`src/rtl/alu_pkg.sv`:
```
// Shared ALUControl encodings and execute-stage FSM states.
// The ALU decoder imports the same package, so both sides agree on the codes.
package alu_pkg;

  localparam logic [2:0] ALU_ADD = 3'b000;
  localparam logic [2:0] ALU_SUB = 3'b001;
  localparam logic [2:0] ALU_OR  = 3'b010;
  localparam logic [2:0] ALU_AND = 3'b011;
  localparam logic [2:0] ALU_SLT = 3'b101;
  localparam logic [2:0] ALU_SLL = 3'b100;
  localparam logic [2:0] ALU_SRL = 3'b110;

  typedef enum logic {
    S_IDLE  = 1'b0,
    S_SHIFT = 1'b1
  } state_t;

endpackage

```
`src/rtl/alu_exec_if.sv`:
```
// Request/result bundle between decode, the execute stage and writeback.
// master = upstream/downstream driver side, slave = the execute stage.
interface alu_exec_if #(
  parameter int WIDTH = 32
);
  logic             in_valid;
  logic             in_ready;
  logic [2:0]       alu_control;
  logic [WIDTH-1:0] src_a;
  logic [WIDTH-1:0] src_b;
  logic             out_valid;
  logic             out_ready;
  logic [WIDTH-1:0] result;
  logic             zero;
  logic             illegal;
  logic             busy;

  modport master (
    output in_valid, alu_control, src_a, src_b, out_ready,
    input  in_ready, out_valid, result, zero, illegal, busy
  );

  modport slave (
    input  in_valid, alu_control, src_a, src_b, out_ready,
    output in_ready, out_valid, result, zero, illegal, busy
  );
endinterface

```
`src/rtl/alu_iter_shifter.sv`:
```
// One-bit-per-cycle logical shifter: working register plus shift-amount down-counter.
// done is high during the cycle whose edge applies the final bit; value is that shifted word.
module alu_iter_shifter #(
  parameter int WIDTH   = 32,
  parameter int SHAMT_W = 5
) (
  input  logic               clk,
  input  logic               rst,
  input  logic               start,
  input  logic               left,
  input  logic [WIDTH-1:0]   operand,
  input  logic [SHAMT_W-1:0] shamt,
  output logic               done,
  output logic [WIDTH-1:0]   value
);

  localparam logic [SHAMT_W-1:0] ONE = {{(SHAMT_W-1){1'b0}}, 1'b1};

  logic [WIDTH-1:0]   work_p1;
  logic [SHAMT_W-1:0] count_p1;
  logic               left_p1;

  assign value = left_p1 ? {work_p1[WIDTH-2:0], 1'b0} : {1'b0, work_p1[WIDTH-1:1]};
  assign done  = (count_p1 == ONE);

  // Control: clearing the count on reset is what discards an in-flight shift.
  always_ff @(posedge clk or posedge rst) begin
    if (rst) begin
      count_p1 <= '0;
      left_p1  <= 1'b0;
    end else if (start) begin
      count_p1 <= shamt;
      left_p1  <= left;
    end else if (count_p1 != '0) begin
      count_p1 <= count_p1 - ONE;
    end
  end

  always_ff @(posedge clk) begin
    if (start) begin
      work_p1 <= operand;
    end else if (count_p1 != '0) begin
      work_p1 <= value;
    end
  end

endmodule

```
`src/rtl/alu_exec_stage.sv`:
```
// Registered ALU execute stage with valid/ready output register.
// Define ALU_EXEC_SHIFT_EN to enable iterative SLL/SRL; otherwise those codes are illegal.
module alu_exec_stage
  import alu_pkg::*;
#(
  parameter int WIDTH   = 32,
  parameter int SHAMT_W = 5
) (
  input  logic       clk,
  input  logic       rst,
  alu_exec_if.slave  bus
);

  state_t           state, state_next;
  logic             accept, pop, start_shift, shift_done, load_single;
  logic [WIDTH-1:0] alu_res_p0;
  logic             illegal_p0;
  logic             shift_req_p0;

  logic [WIDTH-1:0] result_p1;
  logic             zero_p1, illegal_p1, vld_p1;

  logic signed [WIDTH-1:0] a_s, b_s;

  assign pop          = vld_p1 && bus.out_ready;
  assign bus.in_ready = (state == S_IDLE) && (!vld_p1 || bus.out_ready);
  assign accept       = bus.in_valid && bus.in_ready;
  assign a_s          = bus.src_a;
  assign b_s          = bus.src_b;

  // Stage p0: combinational decode/compute of the presented operation.
  always_comb begin
    alu_res_p0   = '0;
    illegal_p0   = 1'b0;
    shift_req_p0 = 1'b0;
    case (bus.alu_control)
      ALU_ADD: alu_res_p0 = bus.src_a + bus.src_b;
      ALU_SUB: alu_res_p0 = bus.src_a - bus.src_b;
      ALU_OR:  alu_res_p0 = bus.src_a | bus.src_b;
      ALU_AND: alu_res_p0 = bus.src_a & bus.src_b;
      ALU_SLT: alu_res_p0 = {{(WIDTH-1){1'b0}}, (a_s < b_s)};
`ifdef ALU_EXEC_SHIFT_EN
      // A zero shift amount completes immediately with src_a unchanged.
      ALU_SLL, ALU_SRL: begin
        alu_res_p0   = bus.src_a;
        shift_req_p0 = (bus.src_b[SHAMT_W-1:0] != '0);
      end
`endif
      default: illegal_p0 = 1'b1;
    endcase
  end

  assign start_shift = accept && shift_req_p0;
  assign load_single = accept && !shift_req_p0;

`ifdef ALU_EXEC_SHIFT_EN
  logic [WIDTH-1:0] shift_res;

  alu_iter_shifter #(
    .WIDTH   (WIDTH),
    .SHAMT_W (SHAMT_W)
  ) u_shifter (
    .clk     (clk),
    .rst     (rst),
    .start   (start_shift),
    .left    (bus.alu_control == ALU_SLL),
    .operand (bus.src_a),
    .shamt   (bus.src_b[SHAMT_W-1:0]),
    .done    (shift_done),
    .value   (shift_res)
  );

  always_comb begin
    state_next = state;
    bus.busy   = 1'b0;
    case (state)
      S_IDLE:  if (start_shift) state_next = S_SHIFT;
      S_SHIFT: begin
        bus.busy = 1'b1;
        if (shift_done) state_next = S_IDLE;
      end
      default: state_next = S_IDLE;
    endcase
  end
`else
  assign shift_done = 1'b0;
  assign bus.busy   = 1'b0;

  always_comb begin
    state_next = S_IDLE;
  end
`endif

  always_ff @(posedge clk or posedge rst) begin
    if (rst) state <= S_IDLE;
    else     state <= state_next;
  end

  // Stage p1: output register. In SHIFT no new op is accepted, so the shift
  // completion and a single-cycle load never collide.
  always_ff @(posedge clk or posedge rst) begin
    if (rst) begin
      vld_p1     <= 1'b0;
      result_p1  <= '0;
      zero_p1    <= 1'b1;
      illegal_p1 <= 1'b0;
    end else if (shift_done) begin
`ifdef ALU_EXEC_SHIFT_EN
      vld_p1     <= 1'b1;
      result_p1  <= shift_res;
      zero_p1    <= (shift_res == '0);
      illegal_p1 <= 1'b0;
`endif
    end else if (load_single) begin
      vld_p1     <= 1'b1;
      result_p1  <= alu_res_p0;
      zero_p1    <= (alu_res_p0 == '0);
      illegal_p1 <= illegal_p0;
    end else if (pop) begin
      vld_p1     <= 1'b0;
    end
  end

  assign bus.out_valid = vld_p1;
  assign bus.result    = result_p1;
  assign bus.zero      = zero_p1;
  assign bus.illegal   = illegal_p1;

endmodule
```
`src/flat_wrapper.sv`:
```
// flat-port wrapper written by rule: the top's interface ports become plain ports
module alu_exec_stage_flat import alu_pkg::*;
#(
  parameter int WIDTH   = 32,
  parameter int SHAMT_W = 5
)
  (clk, rst, bus_in_valid, bus_alu_control, bus_src_a, bus_src_b, bus_out_ready, bus_in_ready, bus_out_valid, bus_result, bus_zero, bus_illegal, bus_busy);
  alu_exec_if #(.WIDTH(WIDTH)) bus_i ();
  input  logic clk;
  input  logic rst;
  input wire logic [$bits(bus_i.in_valid)-1:0] bus_in_valid;
  input wire logic [$bits(bus_i.alu_control)-1:0] bus_alu_control;
  input wire logic [$bits(bus_i.src_a)-1:0] bus_src_a;
  input wire logic [$bits(bus_i.src_b)-1:0] bus_src_b;
  input wire logic [$bits(bus_i.out_ready)-1:0] bus_out_ready;
  output wire logic [$bits(bus_i.in_ready)-1:0] bus_in_ready;
  output wire logic [$bits(bus_i.out_valid)-1:0] bus_out_valid;
  output wire logic [$bits(bus_i.result)-1:0] bus_result;
  output wire logic [$bits(bus_i.zero)-1:0] bus_zero;
  output wire logic [$bits(bus_i.illegal)-1:0] bus_illegal;
  output wire logic [$bits(bus_i.busy)-1:0] bus_busy;
  assign bus_i.in_valid = bus_in_valid;
  assign bus_i.alu_control = bus_alu_control;
  assign bus_i.src_a = bus_src_a;
  assign bus_i.src_b = bus_src_b;
  assign bus_i.out_ready = bus_out_ready;
  assign bus_in_ready = bus_i.in_ready;
  assign bus_out_valid = bus_i.out_valid;
  assign bus_result = bus_i.result;
  assign bus_zero = bus_i.zero;
  assign bus_illegal = bus_i.illegal;
  assign bus_busy = bus_i.busy;
  alu_exec_stage #(.WIDTH(WIDTH), .SHAMT_W(SHAMT_W)) u_core (.clk(clk), .rst(rst), .bus(bus_i));
endmodule
```
`config.mk`:
```
export PLATFORM = sky130hd
export DESIGN_NAME = alu_exec_stage_flat
export DESIGN_NICKNAME = d
export VERILOG_FILES = /design/src/rtl/alu_pkg.sv /design/src/rtl/alu_exec_if.sv /design/src/rtl/alu_iter_shifter.sv /design/src/rtl/alu_exec_stage.sv /design/src/flat_wrapper.sv
export SDC_FILE = /design/constraint.sdc
export NUM_CORES = 1
export LEC_CHECK = 0
export CAP_MARGIN = 20
export CELL_PAD_IN_SITES_DETAIL_PLACEMENT = 0
export CELL_PAD_IN_SITES_GLOBAL_PLACEMENT = 1
export CORE_ASPECT_RATIO = 0.7
export CORE_MARGIN = 8
export CORE_UTILIZATION = 40
export CTS_CLUSTER_SIZE = 40
export DETAILED_ROUTE_END_ITERATION = 8
export HOLD_SLACK_MARGIN = 0.06
export PLACE_DENSITY = 0.84
export SKIP_CTS_REPAIR_TIMING = 1
export SYNTH_ARGS = -nofsm -noshare
export SYNTH_HDL_FRONTEND = slang
export SYNTH_SLANG_ARGS = --single-unit
```
`constraint.sdc`:
```
create_clock -name clk -period 2.98 [get_ports clk]
set_input_delay 0.596 -clock clk [delete_from_list [all_inputs] [get_ports clk]]
set_output_delay 0.596 -clock clk [all_outputs]
set_load 0.005 [all_outputs]
```
==> out/qor.yml, run 1 <==
global_route:
  grt_antenna_before_repair: 1
  grt_pass1_vias: 7900
  grt_max_degree: 38
  grt_overflow: 0
  grt_use_total_pct: 24.42
  wire_length_of_the_first_global_routing_pass_mm: 40.99
clocking:
  clk_latency_ns: 0.30
  clock_sink_count: 35
  tritoncts_clock_tree: "done"
  clockBufferDepth: 2
  cts_root_buffer: "sky130_fd_sc_hd__clkbuf_16"
  cts_max_level: 2
  numCtsBuffers: 5
  clkTransAtPathRegs_ns: 0.06
critical_path:
  cp.buffers_inverters: 3
  endpoint_kind: "flop"
  timing.critical_path.fanout_max: 3
  max_stage_delay_ns: 0.57
  critPathRequiredTime_ns: 3.18
  critical_path.startpoint_type: "primary input"
  path_cells: "buf_8 > inv_4 > ha_4 > fa_2 > nor2_4 > o311ai_4 > nand3_2 > a211oi_2 > and3b_1 > nor4_2 > buf_4 > nand4_1 > nor3_2 > nand4_1 > or4_4 > o41ai_2"
  timing.critical_path.mode_cell: "sky130_fd_sc_hd__nand4_1"
  arrival_ns: 3.92
  crit_slowest_cell: "sky130_fd_sc_hd__or4_4"
  timing.critical_path.max_delay_family: "simple AND/OR/NAND/NOR gates"
  path_class: "primary input to flop"
placed_design:
  buffer_ports.inserted: 106
  gp_congestion: 1.017
  hpwlAfterDp_mm: 21.68
logic_synthesis:
  async_reset_ff_share_pct: 100.0
  postSynthCellCount: 900
  synth.top_cells.by_area: "sky130_fd_sc_hd__ha_1 21%, sky130_fd_sc_hd__dfrtp_1 13%, sky130_fd_sc_hd__a21oi_1 6.2%, sky130_fd_sc_hd__inv_1 5.4%, sky130_fd_sc_hd__nor2_1 5.0%"
  post_synth_num_cell_types: 80
  ys_seq_area_share_pct: 13.40
  synthesis.area_per_instance_um2: 7.271
  yosysTopAreaCell: "sky130_fd_sc_hd__ha_1"
  yosysWarningCount: 0
  synth_area_um2: 6544
  count_of_flip_flops_with_a_built_in_enable_after_synthesis: 0
  yosys.area.top_type_share_pct: 21.03
  synth.net_count: 1083
  ys_seq_elements: 35
  dominantRegCellSynth: "sky130_fd_sc_hd__dfrtp_1"
route:
  wl_met3_mm: 3.246
  detail_route.iter0.violations: 1119
  routed_wirelength_mm: 28.76
  drt_via_density: 5.652
  count_of_antenna_violating_nets_left_after_detailed_routing: 0
  top_layer_used: "met5"
  wirelength_met1_mm: 12.59
  routed_wire_length_per_instance_um: 18.69
  dr_total_vias: 8699
  route.met2.wl_mm: 12.33
  remaining_drc_errors: 0
  drt_pass1_iterations: 5
floorplan:
  floorplan.die_area_um2: 20770
  floorplan.initialDensity_pct: 40.51
  die-height_um: 123.0
  ioPinCount: 108
  die_width_um: 168.9
  core-area_um2: 16150
  placementRows: 39
timing:
  final.setup_skew_ns: 0.007852
  unrepaired_setup_endpoints_after_global_routing: "yes"
  final-setup-viol-count: 11
  setup-tns-final_ns: -3.271
  finalHoldViolCount: 0
  final_max_slew_viol_count: 0
  hold_slack_ns: 0.4867
  achievable-frequency_ghz: 0.2689
  timing.max_slew.rel_slack_pct: 58.54
  fin_ws_ns: -0.7384
  finalWorstPathRequiredPeriod_ns: 3.718
  final.period_utilization_pct: 124.8
  worst-slew-pin-transition_ns: 0.6153
power_and_ir_drop:
  static-leakage-power_nw: 5.675
  power.clock.fraction_pct: 15.7
  p_comb_share_pct: 67.3
  cellInternalPower_w: 0.002067
  share_of_total_power_consumed_by_net_switching_pct: 41.23
  power_frac_seq_pct: 17.0
  powerDensity_nw_per_um2: 296.4
  irDropWorstVdd_v: 0.0004597
  power.net_switching_w: 0.001450
  totalPowerFinal_w: 0.003517
final_layout:
  area.growth.synth_to_final_pct: 81.36
  final_core_util_pct: 73.48
  layout.nets: 1496
  antennaDiodeCount: 0
  final_layout_size_suffix_gt1_share_pct: 46.19
  fillerInstances: 1177
worst_hold_path:
  min_path_type: "flop to flop"
outcome:
  failed_checks: "setup timing"
  result_of_the_run: "finished with violations"
job:
  maxCapViolations: 0
-- state kept, by name (all words and copies together), names as in the netlist --
| signal | count |
|---|---|
| u_core.bus.out_valid | 1 |
| u_core.bus.illegal | 1 |
| u_core.bus.result | 32 |
| u_core.bus.zero | 1 |
-- worst register-to-register path, stage by stage, from the launching register on --
cell and delay (ns):
sky130_fd_sc_hd__dfrtp_1 0.38, sky130_fd_sc_hd__nand2b_1 0.09, sky130_fd_sc_hd__nand2_1 0.09, sky130_fd_sc_hd__a21oi_1 0.17
sky130_fd_sc_hd__o211ai_1 0.12, sky130_fd_sc_hd__nor4_2 0.34, sky130_fd_sc_hd__buf_4 0.17, sky130_fd_sc_hd__nand4_1 0.12
sky130_fd_sc_hd__nor3_2 0.20, sky130_fd_sc_hd__nand4_1 0.17, sky130_fd_sc_hd__or4_4 0.57, sky130_fd_sc_hd__o41ai_2 0.21
-- power groups by stage --
| stage | Combinational (W) | Clock (W) | Sequential, W |
|---|---|---|---|
| 3_3_place_gp | 0.00193 | 0 | 0.000600 |
| 6_report | 0.00237 | 0.000553 | 0.000599 |
| 4_1_cts | 0.00195 | 0.000555 | 0.000596 |
| 2_1_floorplan | 0.000895 | 0 | 0.000602 |
| 5_1_grt | 0.00251 | 0.000574 | 0.000605 |
| 3_5_place_dp | 0.00194 | 0 | 0.000603 |
-- layout make-up --
class                           instances  area (um^2)  area share, %
Inverter                              102        405.4          3.416
Timing Repair Buffer                  456         3846          32.41
Clock buffer                            6        128.9          1.086
Clock inverter                          2        12.51         0.1054
Tap cell                              225        281.5          2.372
Multi-Input combinational cell        713         6316          53.22
Sequential cell                        35        877.1          7.391
-- Yosys cell counts, types with 4 or more instances --
| library cell | n |
|---|---|
| sky130_fd_sc_hd__mux2i_1 | 7 |
| sky130_fd_sc_hd__nand4_1 | 17 |
| sky130_fd_sc_hd__o21ai_0 | 59 |
| sky130_fd_sc_hd__inv_2 | 6 |
| sky130_fd_sc_hd__xnor2_1 | 22 |
| sky130_fd_sc_hd__a21oi_1 | 81 |
| sky130_fd_sc_hd__clkbuf_1 | 25 |
| sky130_fd_sc_hd__a211oi_1 | 10 |
| sky130_fd_sc_hd__nor4_1 | 10 |
| sky130_fd_sc_hd__and2_1 | 4 |
| sky130_fd_sc_hd__dfrtp_1 | 34 |
| sky130_fd_sc_hd__and3_1 | 4 |
| sky130_fd_sc_hd__o21bai_1 | 7 |
| sky130_fd_sc_hd__o211ai_1 | 20 |
| sky130_fd_sc_hd__a31oi_1 | 8 |
| sky130_fd_sc_hd__a22oi_1 | 5 |
| sky130_fd_sc_hd__o22ai_1 | 8 |
| sky130_fd_sc_hd__ha_1 | 110 |
| sky130_fd_sc_hd__nor2b_1 | 8 |
| sky130_fd_sc_hd__mux2_2 | 12 |
| sky130_fd_sc_hd__a21o_1 | 11 |
| sky130_fd_sc_hd__nor2_1 | 87 |
| sky130_fd_sc_hd__nor3_1 | 23 |
| sky130_fd_sc_hd__o21a_1 | 7 |
| sky130_fd_sc_hd__a211o_1 | 4 |
| sky130_fd_sc_hd__inv_1 | 95 |
| sky130_fd_sc_hd__buf_1 | 6 |
| sky130_fd_sc_hd__buf_2 | 17 |
| sky130_fd_sc_hd__nand2b_1 | 14 |
| sky130_fd_sc_hd__nand2_1 | 71 |
| sky130_fd_sc_hd__a221oi_1 | 5 |
| sky130_fd_sc_hd__o21ai_1 | 8 |
| sky130_fd_sc_hd__nand3_1 | 12 |
| sky130_fd_sc_hd__o31ai_1 | 14 |
-- worst paths after layout --
check,start,to,slack [ns],depth (start not counted)
max,bus_src_a[0],u_core.bus.zero$_DFFE_PP1P_,-0.74,16
max reg2reg,u_core.bus.out_valid$_DFFE_PP0P_,u_core.bus.zero$_DFFE_PP1P_,0.24,11
min reg2reg,u_core.bus.result[20]$_DFFE_PP0P_,u_core.bus.result[20]$_DFFE_PP0P_,0.49,2
min in group asynchronous,rst,u_core.bus.result[3]$_DFFE_PP0P_,0.72,3
max in group asynchronous,rst,u_core.bus.zero$_DFFE_PP1P_,1.89,3
min,u_core.bus.result[20]$_DFFE_PP0P_,u_core.bus.result[20]$_DFFE_PP0P_,0.49,2
-- per-layer routing --
metal,vias up,track usage (%)
met3,65,7.241
met4,2,4.391
li1,4025,-
met2,516,35.53
met5,-,0
met1,4091,35.14
-- stage by stage --
| stage | worst slack (ns) | cell area (um^2) | cells |
|---|---|---|---|
| 2_1_floorplan | -0.5140 | 6783 | 900 |
| 3_3_place_gp | -1.485 | 10290 | 1503 |
| 3_5_place_dp | -1.614 | 10290 | 1503 |
| 4_1_cts | -1.293 | 10430 | 1511 |
| 5_1_grt | -0.8374 | 11870 | 1539 |
| 6_report | -0.7384 | 11870 | 1539 |
-- cell usage in the layout (no fill, tap or decap), types with 13 or more instances in the layout --
cell / n
sky130_fd_sc_hd__xnor2_1: 19
sky130_fd_sc_hd__nand2b_1: 13
sky130_fd_sc_hd__a21oi_2: 20
sky130_fd_sc_hd__a21oi_1: 54
sky130_fd_sc_hd__dlymetal6s2s_1: 41
sky130_fd_sc_hd__buf_4: 331
sky130_fd_sc_hd__inv_2: 48
sky130_fd_sc_hd__nor2_1: 79
sky130_fd_sc_hd__nand4_1: 17
sky130_fd_sc_hd__o211ai_1: 20
sky130_fd_sc_hd__ha_1: 69
sky130_fd_sc_hd__dfrtp_1: 34
sky130_fd_sc_hd__o21ai_0: 42
sky130_fd_sc_hd__nor3_1: 17
sky130_fd_sc_hd__buf_6: 18
sky130_fd_sc_hd__nand2_1: 68
sky130_fd_sc_hd__inv_1: 48
sky130_fd_sc_hd__clkdlybuf4s50_1: 51
sky130_fd_sc_hd__ha_4: 34
-- kinds of logic (layout without fill, tap and decap cells) --
logic type               count (synthesis)  after routing  share of synthesized area, %
AO/OA/AOI/OAI                          294            294                         30.38
XOR/XNOR                                24             24                         3.212
adder cells (fa/ha/maj)                112            112                         21.64
buffers and inverters                  152            566                         9.158
flip-flops                              35             35                         13.40
multiplexers                            20             20                         3.480
other                                    1              1                       0.05731
AND/OR/NAND/NOR                        262            262                         18.66
Power figures use the tool's default switching activity.
==> run 2: changes to the inputs <==
GPL_TIMING_DRIVEN = 0   (was unset)
==> out/qor.yml, run 2 (same netlist as run 1, synthesis figures left out) <==
global_route:
  grt_max_degree: 24  # -37%
  grt_overflow: 0  # unchanged
  grt_antenna_before_repair: 0  # -1
  wire_length_of_the_first_global_routing_pass_mm: 39.01  # -4.8%
  grt_pass1_vias: 6905  # -13%
  grt_use_total_pct: 23.60  # -0.81 points
final_layout:
  mostFrequentLayoutCells: "85 x sky130_fd_sc_hd__buf_4, 78 x sky130_fd_sc_hd__nor2_1, 78 x sky130_fd_sc_hd__ha_1"
  final_layout_size_suffix_gt1_share_pct: 34.24  # -12 points
  layout.cells.most_common: "sky130_fd_sc_hd__buf_4"
  layout.nets: 1283  # -14%
  largest_register_ff_count: 32  # unchanged
  area.growth.synth_to_final_pct: 56.62
  antennaDiodeCount: 0  # unchanged
  postLayoutCellArea_um2: 10250  # -14%
route:
  detail_route.iter0.violations: 895  # -20%
  routed_wire_length_per_instance_um: 21.04  # +13%
  drt_pass1_iterations: 5  # unchanged
  count_of_antenna_violating_nets_left_after_detailed_routing: 0  # unchanged
  remaining_drc_errors: 0  # unchanged
  routed_wirelength_mm: 27.91  # -3.0%
  drt_via_density: 5.910  # +4.6%
  dr_total_vias: 7837  # -9.9%
critical_path:
  timing.critical_path.fanout_max: 10  # +7
  critical_path.startpoint_type: "primary input"
  path_class: "primary input to flop"
  critPathRequiredTime_ns: 3.17  # about the same
  arrival_ns: 4.06  # +0.14 ns
  endpoint_kind: "flop"
placed_design:
  gp_congestion: 0.9601  # -5.6%
  detailed_place.area_um2: 8143  # -21%
  pre_cts_slack_ns: -2.107  # -0.4932 ns
  buffer_ports.inserted: 105  # -0.94%
  hpwlAfterDp_mm: 20.68  # -4.6%
timing:
  hold_slack_ns: 0.4928  # +0.006109 ns
  timing.max_slew.rel_slack_pct: 30.25  # -28 points
  finalWorstPathRequiredPeriod_ns: 3.867  # +0.1485 ns
  unrepaired_setup_endpoints_after_global_routing: "yes"
  finalHoldViolCount: 0  # unchanged
  final-setup-viol-count: 10  # -1
  final.period_utilization_pct: 129.8  # +5.0 points
  fin_ws_ns: -0.8869  # -0.1485 ns
  final_max_slew_viol_count: 0  # unchanged
  worst-slew-pin-transition_ns: 1.038  # +0.4230 ns
  achievable-frequency_ghz: 0.2586  # -3.8%
  final.setup_skew_ns: 0.005262  # -0.002591 ns
clocking:
  clk_latency_ns: 0.29  # about the same
  clock_sink_count: 35  # unchanged
  clockBufferDepth: 2  # unchanged
  numCtsBuffers: 5  # unchanged
  tritoncts_clock_tree: "done"
  cts_root_buffer: "sky130_fd_sc_hd__clkbuf_16"
  clkTransAtPathRegs_ns: 0.06  # about the same
  cts_max_level: 2  # unchanged
power_and_ir_drop:
  static-leakage-power_nw: 4.559  # -20%
  irDropWorstVdd_v: 0.0002533  # -45%
  powerDensity_nw_per_um2: 320.8  # +8.3%
floorplan:
  core-area_um2: 16150  # unchanged
  floorplan.die_area_um2: 20770  # unchanged
  floorplan.initialDensity_pct: 40.51  # unchanged
  placementRows: 39  # unchanged
  ioPinCount: 108  # unchanged
  die_width_um: 168.9  # unchanged
  die-height_um: 123.0  # unchanged
outcome:
  failed_checks: "setup timing"
  result_of_the_run: "finished with violations"
job:
  maxCapViolations: 0  # unchanged
worst_hold_path:
  min_path_type: "flop to flop"
==> run 2: changes by cell type in the layout (fill, tap and decap cells not counted), sizes merged <==
cell           previous run  this run
buf                     356       128
clkbuf                   14        41
dlymetal6s2s             41        31
clkdlybuf4s50            51        48
bufinv                    0         1
clkinvlp                  1         2
inv                     101       100
==> run 2: final timing paths <==
path,start,endpoint,slack [ns],cells past startpoint
worst max-delay path,bus_alu_control[2],u_core.bus.zero$_DFFE_PP1P_,-0.89,13
worst min-delay path,u_core.bus.result[28]$_DFFE_PP0P_,u_core.bus.result[28]$_DFFE_PP0P_,0.49,1
worst max register to register,u_core.bus.out_valid$_DFFE_PP0P_,u_core.bus.zero$_DFFE_PP1P_,0.24,10
worst min register to register,u_core.bus.result[28]$_DFFE_PP0P_,u_core.bus.result[28]$_DFFE_PP0P_,0.49,1
max in group asynchronous,rst,u_core.bus.zero$_DFFE_PP1P_,1.73,3
min in group asynchronous,rst,u_core.bus.result[2]$_DFFE_PP0P_,0.67,2
==> run 2: area by class of cell <==
class / count / area, um^2
Multi-Input combinational cell: 713 / 6292
Fill cell: 1372 / 5903
Timing Repair Buffer: 202 / 1902
Sequential cell: 35 / 877.1
Inverter: 102 / 435.4
Buffer: 41 / 291.5
Tap cell: 225 / 281.5
Clock buffer: 5 / 125.1
Clock inverter: 3 / 43.79
==> run 2: metrics by stage <==
step	TNS (ns)	utilization, %	std cells	total power (W)
2_1_floorplan	-0.5629	-	900	0.001497
3_3_place_gp	-29.07	50.24	1230	0.002103
3_5_place_dp	-28.91	50.41	1231	0.002108
4_1_cts	-21.15	51.46	1239	0.002721
5_1_grt	-3.768	63.45	1326	0.003443
6_report	-3.219	63.45	1326	0.003288
==> run 2: worst max-delay path, cell delays in order <==
cell and delay [ns]:
sky130_fd_sc_hd__clkdlybuf4s50_1 0.52, sky130_fd_sc_hd__buf_2 0.25, sky130_fd_sc_hd__nor2_1 0.15, sky130_fd_sc_hd__nand2_1 0.24, sky130_fd_sc_hd__o211ai_1 0.20, sky130_fd_sc_hd__a211oi_4 0.30, sky130_fd_sc_hd__o21ai_2 0.13, sky130_fd_sc_hd__nor4_4 0.34
sky130_fd_sc_hd__nand4_1 0.19, sky130_fd_sc_hd__nor3_2 0.21, sky130_fd_sc_hd__nand4_1 0.15, sky130_fd_sc_hd__or4_4 0.44, sky130_fd_sc_hd__o41ai_2 0.33
==> run 2: where the power goes <==
part / switching, W / total (W) / leakage [nW] / internal (W)
clock network: 0.000209 / 0.000604 / 0.0838 / 0.000394
logic: 0.00111 / 0.00208 / 4.03 / 0.000960
registers: 0.0000584 / 0.000610 / 0.444 / 0.000551
==> run 2: layer usage <==
metal / up-vias / part of all wire, % / track usage [%]
met5: - / 0.13 / 1.373
met4: 2 / 1.1 / 3.057
met3: 45 / 11 / 5.486
met2: 451 / 41 / 33.77
met1: 3735 / 46 / 35.62
li1: 3604 / - / -
==> run 3: changes to the inputs <==
PLACE_DENSITY = unset   (was 0.84)
PLACE_DENSITY_LB_ADDON = 0.15   (was unset)
==> out/qor.yml, run 3 (same netlist as run 1, synthesis figures left out) <==
outcome:
  result_of_the_run: "finished with violations"
  failed_checks: "DRC, setup timing"
route:
  routed_wire_length_per_instance_um: 21.08  # +0.18%
  route.met2.wl_mm: 11.30  # -2.2%
  wirelength_met1_mm: 12.82  # -0.83%
  remaining_drc_errors: 1  # +1
  detail_route.iter0.violations: 738  # -18%
  count_of_antenna_violating_nets_left_after_detailed_routing: 0  # unchanged
  top_layer_used: "met4"
  dr_total_vias: 7724  # -1.4%
  routed_wirelength_mm: 27.47  # -1.6%
  wl_met3_mm: 2.967  # -3.9%
  drt_via_density: 5.928  # +0.30%
  drt_pass1_iterations: 7  # +2
critical_path:
  critical_path.startpoint_type: "primary input"
  timing.critical_path.fanout_max: 10  # unchanged
  r2r-start: "u_core.bus.out_valid$_DFFE_PP0P_"
  timing.rr.end: "u_core.bus.zero$_DFFE_PP1P_"
  path_class: "primary input to flop"
  endpoint_kind: "flop"
  arrival_ns: 4.03  # -0.03 ns
  critPathRequiredTime_ns: 3.17  # about the same
  ff2ff_setup_slack_ns: 0.18  # -0.06 ns
  ff2ff_path_depth: 10  # unchanged
clocking:
  cts_root_buffer: "sky130_fd_sc_hd__clkbuf_16"
  clk_latency_ns: 0.28  # about the same
  numCtsBuffers: 5  # unchanged
  tritoncts_clock_tree: "done"
  clock_sink_count: 35  # unchanged
  cts_max_level: 2  # unchanged
  clkTransAtPathRegs_ns: 0.06  # about the same
  clockBufferDepth: 2  # unchanged
final_layout:
  mostFrequentLayoutCells: "79 x sky130_fd_sc_hd__nor2_1, 79 x sky130_fd_sc_hd__ha_1, 77 x sky130_fd_sc_hd__buf_4"
  final_layout_size_suffix_gt1_share_pct: 30.98  # -3.3 points
  antennaDiodeCount: 0  # unchanged
  area.growth.synth_to_final_pct: 52.03
  largest_register_ff_count: 32  # unchanged
  layout.nets: 1260  # -1.8%
power_and_ir_drop:
  totalPowerFinal_w: 0.003198  # -2.7%
  cellInternalPower_w: 0.001840  # -3.4%
  share_of_total_power_consumed_by_net_switching_pct: 42.45  # +0.42 points
  static-leakage-power_nw: 4.451  # -2.4%
  irDropWorstVdd_v: 0.0002368  # -6.5%
  power.net_switching_w: 0.001358  # -1.8%
  power_frac_seq_pct: 19.0  # +0.5 points
  p_comb_share_pct: 61.7  # -1.4 points
  powerDensity_nw_per_um2: 321.5  # +0.20%
  power.clock.fraction_pct: 19.2  # +0.8 points
worst_hold_path:
  min_path_type: "flop to flop"
  min_delay_worst_endpoint: "u_core.bus.result[23]$_DFFE_PP0P_"
  hold_path_depth: 2  # +1
  timing.hold.worst.start: "u_core.bus.result[23]$_DFFE_PP0P_"
floorplan:
  floorplan.die_area_um2: 20770  # unchanged
  die-height_um: 123.0  # unchanged
  ioPinCount: 108  # unchanged
  placementRows: 39  # unchanged
  core-area_um2: 16150  # unchanged
  die_width_um: 168.9  # unchanged
  floorplan.initialDensity_pct: 40.51  # unchanged
placed_design:
  pre_cts_slack_ns: -2.138  # -0.03109 ns
  gp_congestion: 0.9609  # about the same
  buffer_ports.inserted: 105  # unchanged
  hpwlAfterDp_mm: 20.60  # -0.41%
global_route:
  grt_antenna_before_repair: 0  # unchanged
  grt_pass1_vias: 6906  # +0.014%
  wire_length_of_the_first_global_routing_pass_mm: 39.25  # +0.60%
  grt_max_degree: 36  # +50%
  grt_use_total_pct: 23.82  # +0.22 points
  grt_overflow: 0  # unchanged
timing:
  final_max_slew_viol_count: 0  # unchanged
  worst-slew-pin-transition_ns: 0.9805  # -0.05788 ns
  timing.max_slew.rel_slack_pct: 34.13  # +3.9 points
  achievable-frequency_ghz: 0.2607  # +0.79%
  unrepaired_setup_endpoints_after_global_routing: "yes"
  finalHoldViolCount: 0  # unchanged
  final.setup_skew_ns: 0.005243  # -0.00001843 ns
  fin_ws_ns: -0.8565  # +0.03042 ns
  final-setup-viol-count: 9  # -1
  finalWorstPathRequiredPeriod_ns: 3.836  # -0.03042 ns
  final.period_utilization_pct: 128.7  # -1.0 points
job:
  maxCapViolations: 0  # unchanged
## run 3: layout make-up
| type | instances | area [um^2] |
|---|---|---|
| multi-input combinational | 713 | 6233 |
| fill | 1463 | 6203 |
| timing repair buffer | 180 | 1679 |
| sequential | 35 | 877.1 |
| inverter | 102 | 426.7 |
| buffer | 40 | 281.5 |
| tap | 225 | 281.5 |
| clock buffer | 5 | 125.1 |
| clock inverter | 3 | 43.79 |
## run 3: critical path, cell delays in order
cell and delay, ns:
sky130_fd_sc_hd__dlymetal6s2s_1 0.28, sky130_fd_sc_hd__buf_4 0.28, sky130_fd_sc_hd__clkbuf_4 0.29, sky130_fd_sc_hd__clkbuf_4 0.30, sky130_fd_sc_hd__o21ai_0 0.16, sky130_fd_sc_hd__a21oi_1 0.23
sky130_fd_sc_hd__o211ai_1 0.18, sky130_fd_sc_hd__nor4_4 0.34, sky130_fd_sc_hd__nand4_1 0.17, sky130_fd_sc_hd__nor3_2 0.19, sky130_fd_sc_hd__nand4_1 0.17, sky130_fd_sc_hd__or4_4 0.55
sky130_fd_sc_hd__o41ai_2 0.28
## run 3: metal layers
metal | up-vias | track usage (%)
li1 | 3557 | -
met1 | 3667 | 35.73
met2 | 457 | 34.22
met3 | 43 | 5.742
met4 | 0 | 3.391
met5 | - | 0
## run 3: per-stage QoR
step	hold slack, ns	utilization [%]	TNS [ns]	cell area [um^2]	std cells
after floorplan	0.4726	-	-0.5629	6783	900
after global placement	0.4745	50.24	-29.46	8115	1230
after detailed placement	0.4758	50.24	-28.95	8115	1230
after CTS	0.4999	51.29	-21.09	8284	1238
after global routing	0.5272	61.59	-3.283	9948	1303
final	0.5022	61.59	-2.550	9948	1303
## run 3: worst max-delay path by stage
stage,endpoint,cells after the start,start,slack (ns)
5_1_grt,u_core.bus.zero$_DFFE_PP1P_,13,bus_alu_control[2],-1.0
2_1_floorplan,u_core.bus.zero$_DFFE_PP1P_,14,bus_src_a[0],-0.51
3_3_place_gp,u_core.bus.zero$_DFFE_PP1P_,13,bus_alu_control[0],-2.17
4_1_cts,u_core.bus.zero$_DFFE_PP1P_,13,bus_alu_control[0],-1.85
6_report,u_core.bus.zero$_DFFE_PP1P_,13,bus_alu_control[0],-0.86
3_5_place_dp,u_core.bus.zero$_DFFE_PP1P_,13,bus_alu_control[0],-2.14
## run 3: power groups by stage
stage          clock network, W  registers [W]  logic, W
3_3_place_gp                  0       0.000614   0.00150
3_5_place_dp                  0       0.000613   0.00149
4_1_cts                0.000614       0.000607   0.00150
2_1_floorplan                 0       0.000602  0.000895
5_1_grt                0.000639       0.000614   0.00209
6_report               0.000615       0.000609   0.00197
